File: src/rtl/spoke_sweep_sequencer_pkg.sv
// Shared types and the default 12-position spoke ring for the sweep sequencer.
// Endpoints sit on a radius-190 circle about (200,200), spoke 0 at 12 o'clock, clockwise.
package sweep_pkg;

  typedef enum logic [2:0] {
    S_IDLE,
    S_DRAW_REQ,
    S_DRAW_WAIT,
    S_DWELL,
    S_ERASE_REQ,
    S_ERASE_WAIT,
    S_ADVANCE
  } state_t;

  localparam int unsigned RING_N = 12;

  typedef struct packed {
    logic [15:0] x;
    logic [15:0] y;
  } endpoint_t;

  // Screen y grows downward, so the upper half of the ring has y < 200.
  function automatic endpoint_t spoke_endpoint(input logic [3:0] ring_idx);
    endpoint_t ep;
    case (ring_idx)
      4'd0:    ep = '{x: 16'd200, y: 16'd10};
      4'd1:    ep = '{x: 16'd295, y: 16'd35};
      4'd2:    ep = '{x: 16'd365, y: 16'd105};
      4'd3:    ep = '{x: 16'd390, y: 16'd200};
      4'd4:    ep = '{x: 16'd365, y: 16'd295};
      4'd5:    ep = '{x: 16'd295, y: 16'd365};
      4'd6:    ep = '{x: 16'd200, y: 16'd390};
      4'd7:    ep = '{x: 16'd105, y: 16'd365};
      4'd8:    ep = '{x: 16'd35,  y: 16'd295};
      4'd9:    ep = '{x: 16'd10,  y: 16'd200};
      4'd10:   ep = '{x: 16'd35,  y: 16'd105};
      4'd11:   ep = '{x: 16'd105, y: 16'd35};
      default: ep = '{x: 16'd200, y: 16'd200};
    endcase
    return ep;
  endfunction

endpackage

File: src/rtl/spoke_sweep_sequencer_table.sv
// Combinational spoke index -> far endpoint lookup.
// Spoke counts other than 12 walk the same ring modulo 12.
module spoke_table
  import sweep_pkg::*;
#(
  parameter int N_SPOKES = 12,
  parameter int X_W      = 10,
  parameter int Y_W      = 9
) (
  input  logic [$clog2(N_SPOKES)-1:0] idx,
  output logic [X_W-1:0]              x1,
  output logic [Y_W-1:0]              y1
);

  logic [5:0] idx_wide;
  logic [3:0] ring_idx;
  endpoint_t  ep;

  always_comb begin
    idx_wide = 6'(idx);
    ring_idx = 4'(idx_wide % 6'(RING_N));
    ep       = spoke_endpoint(ring_idx);
    x1       = X_W'(ep.x);
    y1       = Y_W'(ep.y);
  end

endmodule

File: src/rtl/spoke_sweep_sequencer.sv
// Radial clock-hand animator: draw a spoke, dwell, erase it, step to the next spoke.
// Talks to a line drawer through line_start / line_ready / line_done.
module spoke_sweep_sequencer
  import sweep_pkg::*;
#(
  parameter int X_W      = 10,
  parameter int Y_W      = 9,
  parameter int N_SPOKES = 12,
  parameter int HUB_X    = 200,
  parameter int HUB_Y    = 200,
  parameter int DWELL_W  = 8
) (
  input  logic                        clk,
  input  logic                        reset,
  input  logic                        enable,
  input  logic                        dir,
  input  logic                        pause,
  input  logic                        clear,
  input  logic                        tick,
  input  logic [DWELL_W-1:0]          dwell_len,
  input  logic                        line_ready,
  input  logic                        line_done,
  output logic                        line_start,
  output logic [X_W-1:0]              x0,
  output logic [X_W-1:0]              x1,
  output logic [Y_W-1:0]              y0,
  output logic [Y_W-1:0]              y1,
  output logic                        pixel_color,
  output logic [$clog2(N_SPOKES)-1:0] spoke_idx,
  output logic                        busy
);

  localparam int               IDX_W    = $clog2(N_SPOKES);
  localparam logic [IDX_W-1:0] IDX_LAST = IDX_W'(N_SPOKES - 1);
  localparam endpoint_t        EP0      = spoke_endpoint(4'd0);

  state_t             state_q, state_d;
  logic [IDX_W-1:0]   idx_q, idx_d;
  logic [DWELL_W-1:0] dwell_q, dwell_d;
  logic               abort_q, abort_d;
  logic               color_q, color_d;
  logic               start_q, start_d;
  logic               busy_q, busy_d;
  logic [X_W-1:0]     x1_q, tbl_x1;
  logic [Y_W-1:0]     y1_q, tbl_y1;
  logic               abort_req;

  // Endpoint follows the next index so x1/y1 are already valid on REQ entry.
  spoke_table #(
    .N_SPOKES (N_SPOKES),
    .X_W      (X_W),
    .Y_W      (Y_W)
  ) u_table (
    .idx (idx_d),
    .x1  (tbl_x1),
    .y1  (tbl_y1)
  );

  always_comb begin
    state_d   = state_q;
    idx_d     = idx_q;
    dwell_d   = dwell_q;
    abort_d   = abort_q;
    color_d   = color_q;
    start_d   = 1'b0;
    abort_req = abort_q | clear;

    case (state_q)
      S_IDLE: begin
        if (clear) begin
          idx_d = '0;
        end else if (enable) begin
          state_d = S_DRAW_REQ;
          color_d = 1'b1;
        end
      end
      S_DRAW_REQ: begin
        abort_d = abort_req;
        if (line_ready) begin
          start_d = 1'b1;
          state_d = S_DRAW_WAIT;
        end
      end
      S_DRAW_WAIT: begin
        abort_d = abort_req;
        if (line_done) begin
          dwell_d = dwell_len;
          if (abort_req) begin
            state_d = S_ERASE_REQ;
            color_d = 1'b0;
          end else begin
            state_d = S_DWELL;
          end
        end
      end
      S_DWELL: begin
        abort_d = abort_req;
        if (abort_req || dwell_q == '0) begin
          state_d = S_ERASE_REQ;
          color_d = 1'b0;
        end else if (tick && !pause) begin
          dwell_d = dwell_q - DWELL_W'(1);
        end
      end
      S_ERASE_REQ: begin
        abort_d = abort_req;
        if (line_ready) begin
          start_d = 1'b1;
          state_d = S_ERASE_WAIT;
        end
      end
      S_ERASE_WAIT: begin
        abort_d = abort_req;
        if (line_done) state_d = S_ADVANCE;
      end
      S_ADVANCE: begin
        // The spoke is already erased here, so an abort only has to rewind the index.
        if (abort_req || !enable) begin
          abort_d = 1'b0;
          state_d = S_IDLE;
          if (abort_req) idx_d = '0;
        end else begin
          state_d = S_DRAW_REQ;
          color_d = 1'b1;
          if (!dir) idx_d = (idx_q == IDX_LAST) ? '0 : idx_q + IDX_W'(1);
          else      idx_d = (idx_q == '0) ? IDX_LAST : idx_q - IDX_W'(1);
        end
      end
      default: state_d = S_IDLE;
    endcase

    busy_d = (state_d != S_IDLE);
  end

  always_ff @(posedge clk or negedge reset) begin
    if (!reset) begin
      state_q <= S_IDLE;
      idx_q   <= '0;
      dwell_q <= '0;
      abort_q <= 1'b0;
      color_q <= 1'b0;
      start_q <= 1'b0;
      busy_q  <= 1'b0;
      x1_q    <= X_W'(EP0.x);
      y1_q    <= Y_W'(EP0.y);
    end else begin
      state_q <= state_d;
      idx_q   <= idx_d;
      dwell_q <= dwell_d;
      abort_q <= abort_d;
      color_q <= color_d;
      start_q <= start_d;
      busy_q  <= busy_d;
      x1_q    <= tbl_x1;
      y1_q    <= tbl_y1;
    end
  end

  assign x0          = X_W'(HUB_X);
  assign y0          = Y_W'(HUB_Y);
  assign x1          = x1_q;
  assign y1          = y1_q;
  assign line_start  = start_q;
  assign pixel_color = color_q;
  assign spoke_idx   = idx_q;
  assign busy        = busy_q;

endmodule
File: config.mk
export PLATFORM = sky130hd
export DESIGN_NAME = spoke_sweep_sequencer
export DESIGN_NICKNAME = d
export VERILOG_FILES = /design/src/rtl/spoke_sweep_sequencer_pkg.sv /design/src/rtl/spoke_sweep_sequencer_table.sv /design/src/rtl/spoke_sweep_sequencer.sv
export SDC_FILE = /design/constraint.sdc
export NUM_CORES = 1
export LEC_CHECK = 0
export ABC_AREA = 1
export CAP_MARGIN = 20
export CORE_MARGIN = 2
export CORE_UTILIZATION = 53
export DETAILED_ROUTE_END_ITERATION = 6
export PLACE_DENSITY_LB_ADDON = 0.2
export REMOVE_ABC_BUFFERS = 1
export SLEW_MARGIN = 20
export SYNTH_ARGS = -nofsm -noshare
export SYNTH_HDL_FRONTEND = slang
export SYNTH_SLANG_ARGS = --single-unit
File: constraint.sdc
create_clock -name clk -period 4.9 [get_ports clk]
set_input_delay 0.98 -clock clk [delete_from_list [all_inputs] [get_ports clk]]
set_output_delay 0.98 -clock clk [all_outputs]
set_load 0.005 [all_outputs]
==> results of run 1 <==
## Yosys cell counts, types with 3 or more instances
master | number | area share, %
dfrtp_1 | 25 | 28
o21ai_0 | 8 | 1.8
o21ai_1 | 4 | 0.88
a21oi_2 | 3 | 1.2
nor2_2 | 7 | 1.9
a21oi_1 | 6 | 1.3
nor2_1 | 20 | 3.3
a31oi_1 | 3 | 0.83
nand2_1 | 50 | 8.3
ha_1 | 10 | 5.5
nand4_1 | 8 | 2.2
inv_1 | 23 | 3.8
nand3_1 | 32 | 7.0
buf_4 | 28 | 9.2
o211ai_1 | 3 | 0.99
dfstp_2 | 5 | 5.8
inv_2 | 11 | 1.8
a22oi_1 | 4 | 1.3
nand2_2 | 7 | 1.9
## cell type report
type	count	area, µm²	share of cell area [%]
Timing Repair Buffer	40	398	14.6
Clock inverter	2	60.1	2.20
Sequential cell	30	757	27.8
Inverter	37	144	5.28
Multi-Input combinational cell	212	1220	44.8
Clock buffer	6	82.6	3.03
Tap cell	50	62.6	2.30
## registers in the layout, indices dropped and copies added, names as in the netlist, 3 cells and up
register,flops
spoke_idx,4
state_q,3
dwell_q,8
x1,6
y1,5
## logic make-up after synthesis
logic type                 share of synthesized area [%]
other                                              0.330
and+or+nand+nor                                     33.2
DFF                                                 33.3
adders and majority gates                           5.50
AOI/OAI and AO/OA                                   10.6
xor gates and xnor gates                           0.771
buffers and inverters                               16.3
## power groups by stage
stage | clock (mW) | sequential, mW | combinational, mW
5_1_grt | 0.338 | 0.408 | 0.501
3_5_place_dp | 0 | 0.400 | 0.445
4_1_cts | 0.322 | 0.396 | 0.448
2_1_floorplan | 0 | 0.390 | 0.306
3_3_place_gp | 0 | 0.398 | 0.438
6_report | 0.316 | 0.396 | 0.447
## worst max path at each step
stage | from | end | slack [ns] | depth (start not counted)
final | clear | y1[1] | 2.16 | 12
after global routing | clear | y1[1] | 2.06 | 12
after CTS | clear | y1[1] | 2.19 | 12
after detailed placement | clear | y1[1] | 1.90 | 12
after global placement | clear | y1[1] | 1.96 | 12
after floorplan | clear | y1[3] | 2.65 | 9
## metal layers
layer | up-vias | wire (µm) | GRT usage [%]
met2 | 48 | 2220 | 34.2
li1 | 974 | - | -
met3 | 5 | 268 | 6.54
met5 | - | 0 | 0
met4 | 0 | 57 | 6.97
met1 | 899 | 2120 | 24.9
## worst max-delay path: cells and delay by family
kind	cells	cell delay, ns
AOI/OAI and AO/OA	1	0.27
adders and majority gates	1	0.24
buffers and inverters	4	0.75
and+or+nand+nor	6	0.72
## through the flow
stage | setup WS, ns | utilization (%) | power [mW] | hold slack [ns] | instances
finish | 2.16 | 67.2 | 1.16 | 0.507 | 377
floorplan | 2.65 | - | 0.696 | 0.476 | 279
detailed placement | 1.90 | 63.6 | 0.845 | 0.504 | 369
global route | 2.06 | 67.2 | 1.25 | 0.553 | 377
global placement | 1.96 | 63.6 | 0.836 | 0.470 | 369
CTS | 2.19 | 67.2 | 1.17 | 0.521 | 377
==> impl_results.md, run 1 <==
* Clock transition at path regs at 0.07 ns
* Flops & latches, synth at 30
* Clock network fraction of design power at 27.3%
* Number of flops mapped to enable cells by yosys at 0
* Max VDD drop at 0.000174 V
* Die Height at 69.5 µm
* Hold path depth at 2
* WL/cell at 12.4 µm
* Sw power at 0.431 mW
* Worst-path fanout max at 6
* GRT overflow at 0
* Slew Limit Fails at 0
* Actual slew at the worst max-slew pin at 0.515 ns
* All-Layer GR Usage at 20.5%
* FFs w/ async S/R, synth at 100%
* Layout Nets at 353
* Setup_tns at 0 ns
* Crit share post-route at 55.8%
* Hold Crit Class: reg2reg
* Post-DP HPWL at 3520 µm
* Sequential fraction of the synthesis area at 33.3%
* Post-CTS Repair Setup Buffers at 0
* Wirelength, routed at 4660 µm
* DR iter-0 viols at 89
* Post-cts resize count at 0
* CTS Hold Bufs at 0
* Routability Congestion at 0.900
* Final Cell Area at 2730 µm²
* R2R Path Start: state_q[0]
* Hold path start: pixel_color
* Unrepaired setup endpoints after global routing: no
* Initial Util at 56.0%
* Commonest non-fill, non-tap cell in the layout: nand2_1
* Pwr/cell area at 426 nW/µm²
* CP Data Required Time at 5.12 ns
* Later-pin clock latency in the skew report at 0.29 ns
* Netlist cell types at 41
* Drc violations at 0
* Htree depth at 2
* Die Area at 4830 µm²
* Clk sinks at 30
* Syn_area_per_cell at 7.87 µm²
* Comb pwr share at 38.6%
* Reg2reg setup slack at 2.70 ns
* Number of port buffers at 39
* Syn Inst Count at 289
* Primary flip-flop cell chosen by synthesis mapping: dfrtp_1
* Clk_skew at 0.00499 ns
* Depth of the worst register-to-register path at 11
* First-pass GRT wire length at 7910 µm
* Final worst path period need at 2.74 ns
* Vias/cell at 5.11
* Row cnt at 23
* DRT antenna net count at 0
* Worst Setup End Kind: flip-flop
* Max_cap viols at 0
* CP max stage delay at 0.46 ns
* Io pins at 62
* Commonest cells after routing, fill and taps aside: 50 x nand2_1, 39 x clkdlybuf4s50_1, 32 x nand3_1, 25 x dfrtp_1, 23 x inv_1
* Worst Hold End: pixel_color
* Largest net degree at the start of global routing at 31
* Share of power burned in registers at 34.2%
* Synthesized area at 2270 µm²
* Endpoints failing setup at 0
* Outcome: complete, no violations
* Core Area at 4060 µm²
* CTS Buf Count at 5
* Setup CP Type: in2reg
* Relative slew margins at 65.6%
* Area after DPL at 2580 µm²
* Layout overhead on the synthesized area at 19.9%
* CTS tree: done
* Vias in the first global route at 1,807
* Final Hold Fails at 0
* Root buf cell: clkbuf_8
* Yosys warning total at 0
* Crit path DAT at 2.96 ns
* Slowest CP cell: clkdlybuf4s50_1
* Ant. Diodes at 0
* Number of fillers in the final layout at 349
* Crit Reg-Reg Endpoint: y1[1]
* Cells along the critical path: clkdlybuf4s50_1, inv_1, nand3_1, nand2_1, inv_2, o21ai_2, inv_1, ha_1, nor2_1, nand4_1, nand3_1, nand2_1
* Switching Share at 37.2%
* Leak at 1.27 nW
* FMAX at 365 MHz
* DRT Pass-1 Iters at 4
* Max clock buf depth at 2
* Critical path launch point type: input pin
* Initial antenna violation count at 0
* DR vias at 1,926
* Die Wd at 69.5 µm
* Cell-internal power at 0.729 mW
* Share of cells above drive strength 1 at 17.4%
Note: power is estimated with default switching activity, not from simulation.
==> run 2, diff against run 1 <==
- CORE_UTILIZATION: 53 -> 49
- clock period: 4.9 -> 2.55 ns (I/O delays scaled with it)
==> run 2 against run 1 <==
  * Non-clock buffer count increased by 6
  * Via count increased by 2.1%
  * First-iteration DRC count increased by 9.0%
  * Clock-buffer cell count unchanged
  * Largest power group unchanged
==> impl_results.md, run 2 (synthesis gave the netlist of run 1 again) <==
* Place WS at 0.0442 ns (-1.85 ns)
* Post-CTS Repair Setup Buffers at 0 (unchanged)
* WL/cell at 12.8 µm (+3.6%)
* Clk_skew at 0.00296 ns (-0.00203 ns)
* Crit path DAT at 2.43 ns (-0.53 ns)
* Io pins at 62 (unchanged)
* Max clock buf depth at 2 (unchanged)
* Cell-internal power at 1.22 mW (+67%)
* CP Data Required Time at 2.78 ns (-2.34 ns)
* Unrepaired setup endpoints after global routing: no
* DR vias at 1,967 (+2.1%)
* Max_cap viols at 0 (unchanged)
* Number of port buffers at 39 (unchanged)
* Ant. Diodes at 0 (unchanged)
* Root buf cell: clkbuf_8
* Vias in the first global route at 1,906 (+5.5%)
* Outcome: complete, no violations
* Worst-path fanout max at 4 (-2)
* Initial antenna violation count at 0 (unchanged)
* Final Hold Fails at 0 (unchanged)
* Crit share post-route at 86.3%
* Endpoints failing setup at 0 (unchanged)
* Number of fillers in the final layout at 413 (+18%)
* Wirelength, routed at 4930 µm (+5.8%)
* Leak at 1.28 nW (+0.50%)
* Core Area at 4410 µm² (+8.8%)
* Die Wd at 72.1 µm (+3.8%)
* CTS Hold Bufs at 0 (unchanged)
* Layout Nets at 359 (+1.7%)
* Largest net degree at the start of global routing at 31 (unchanged)
* Htree depth at 2 (unchanged)
* Slew Limit Fails at 0 (unchanged)
* Commonest cells after routing, fill and taps aside: 50 x nand2_1, 39 x clkdlybuf4s50_1, 32 x nand3_1, 25 x dfrtp_1, 23 x inv_1
* Setup_tns at 0 ns (unchanged)
* All-Layer GR Usage at 20.2% (-0.27 points)
* FMAX at 454 MHz
* CTS Buf Count at 5 (unchanged)
* DRT antenna net count at 0 (unchanged)
* Reg with most FFs: dwell_q
* Routability Congestion at 0.899 (-0.18%)
* Commonest non-fill, non-tap cell in the layout: nand2_1
* Hold Crit Class: reg2reg
* Initial Util at 51.5% (-4.5 points)
* Number of flip-flops in the largest register at 8 (unchanged)
* Vias/cell at 5.11 (about the same)
* Switching Share at 40.9% (+3.8 points)
* First-pass GRT wire length at 8230 µm (+4.0%)
* Final worst path period need at 2.20 ns
* Clock transition at path regs at 0.07 ns (about the same)
* Setup ws final at 0.349 ns (-1.81 ns)
* Sw power at 0.846 mW (+96%)
* Clock network fraction of design power at 20.1% (-7.2 points)
* Row cnt at 24 (+4.3%)
* Worst Setup End Kind: flip-flop
* GRT overflow at 0 (unchanged)
* DRT Pass-1 Iters at 4 (unchanged)
* Post-DP HPWL at 3690 µm (+4.7%)
* Share of cells above drive strength 1 at 18.9% (+1.5 points)
* Share of power burned in registers at 36.8% (+2.6 points)
* Pwr Total at 2.07 mW (+78%)
* CTS tree: done
* Pwr/cell area at 758 nW/µm² (+78%)
* Post-cts resize count at 0 (unchanged)
* Layout overhead on the synthesized area at 19.9% (unchanged)
* Die Area at 5200 µm² (+7.7%)
* Later-pin clock latency in the skew report at 0.29 ns (about the same)
* Setup CP Type: in2reg
* DR iter-0 viols at 97 (+9.0%)
* Comb pwr share at 43.0% (+4.4 points)
* Die Height at 72.1 µm (+3.8%)
* Max VDD drop at 0.000293 V (+68%)
* Critical path launch point type: input pin
* Clk sinks at 30 (unchanged)
* Drc violations at 0 (unchanged)
==> run 2: cell count changes in the layout (fill, tap and decap cells not counted), sizes merged <==
| cell | change |
|---|---|
| clkinvlp | +1 |
| bufinv | -2 |
| buf | +6 |
| clkinv | +1 |
==> run 2: metrics by stage <==
stage / instances / instance area (µm²) / hold WS [ns] / utilization (%)
after CTS: 385 / 2730 / 0.495 / 61.7
after detailed placement: 377 / 2630 / 0.479 / 59.6
after global routing: 385 / 2730 / 0.549 / 61.7
final: 385 / 2730 / 0.488 / 61.7
after floorplan: 279 / 2120 / 0.214 / -
after global placement: 377 / 2630 / 0.471 / 59.6
==> run 2: final timing paths <==
kind                       cells after the start           to  slack [ns]        start
setup / recovery                              10        y1[3]        0.35        clear
max in group asynchronous                      2        x1[3]        1.62        reset
setup reg to reg                              11        x1[3]        0.38   state_q[2]
hold / removal                                 2  pixel_color        0.49  pixel_color
hold reg to reg                                2  pixel_color        0.49  pixel_color
min in group asynchronous                      2      abort_q        0.61        reset
==> run 2: final cells by class <==
cell class,count,area (µm²),share of cell area [%]
sequential,30,757,27.8
clock buffer,6,82.6,3.03
clock inverter,2,12.5,0.459
multi-input combinational,212,1220,44.8
inverter,37,144,5.28
tap,52,65.1,2.39
timing repair buffer,46,443,16.3
==> run 2: worst max-delay path, cell delays in order <==
cell	delay [ns]
clkdlybuf4s50_1	0.46
inv_1	0.09
nand2_1	0.08
nor2_1	0.22
nand2_1	0.12
o21ai_1	0.13
nand2_1	0.15
ha_1	0.38
nand3b_1	0.20
nand3_1	0.10
==> run 2: power by group through the flow <==
| stage | Sequential, mW | Combinational (mW) | Clock [mW] |
|---|---|---|---|
| 2_1_floorplan | 0.750 | 0.587 | 0 |
| 3_3_place_gp | 0.762 | 0.870 | 0 |
| 3_5_place_dp | 0.767 | 0.888 | 0 |
| 4_1_cts | 0.759 | 0.893 | 0.420 |
| 5_1_grt | 0.780 | 1.03 | 0.441 |
| 6_report | 0.760 | 0.889 | 0.416 |
==> run 2: routing by layer <==
metal	vias to the layer above	GRT usage [%]	wire length (µm)
met5	-	0	0
met1	904	25.0	2220
met4	0	10.7	125
met3	15	4.31	294
met2	66	33.0	2290
li1	982	-	-
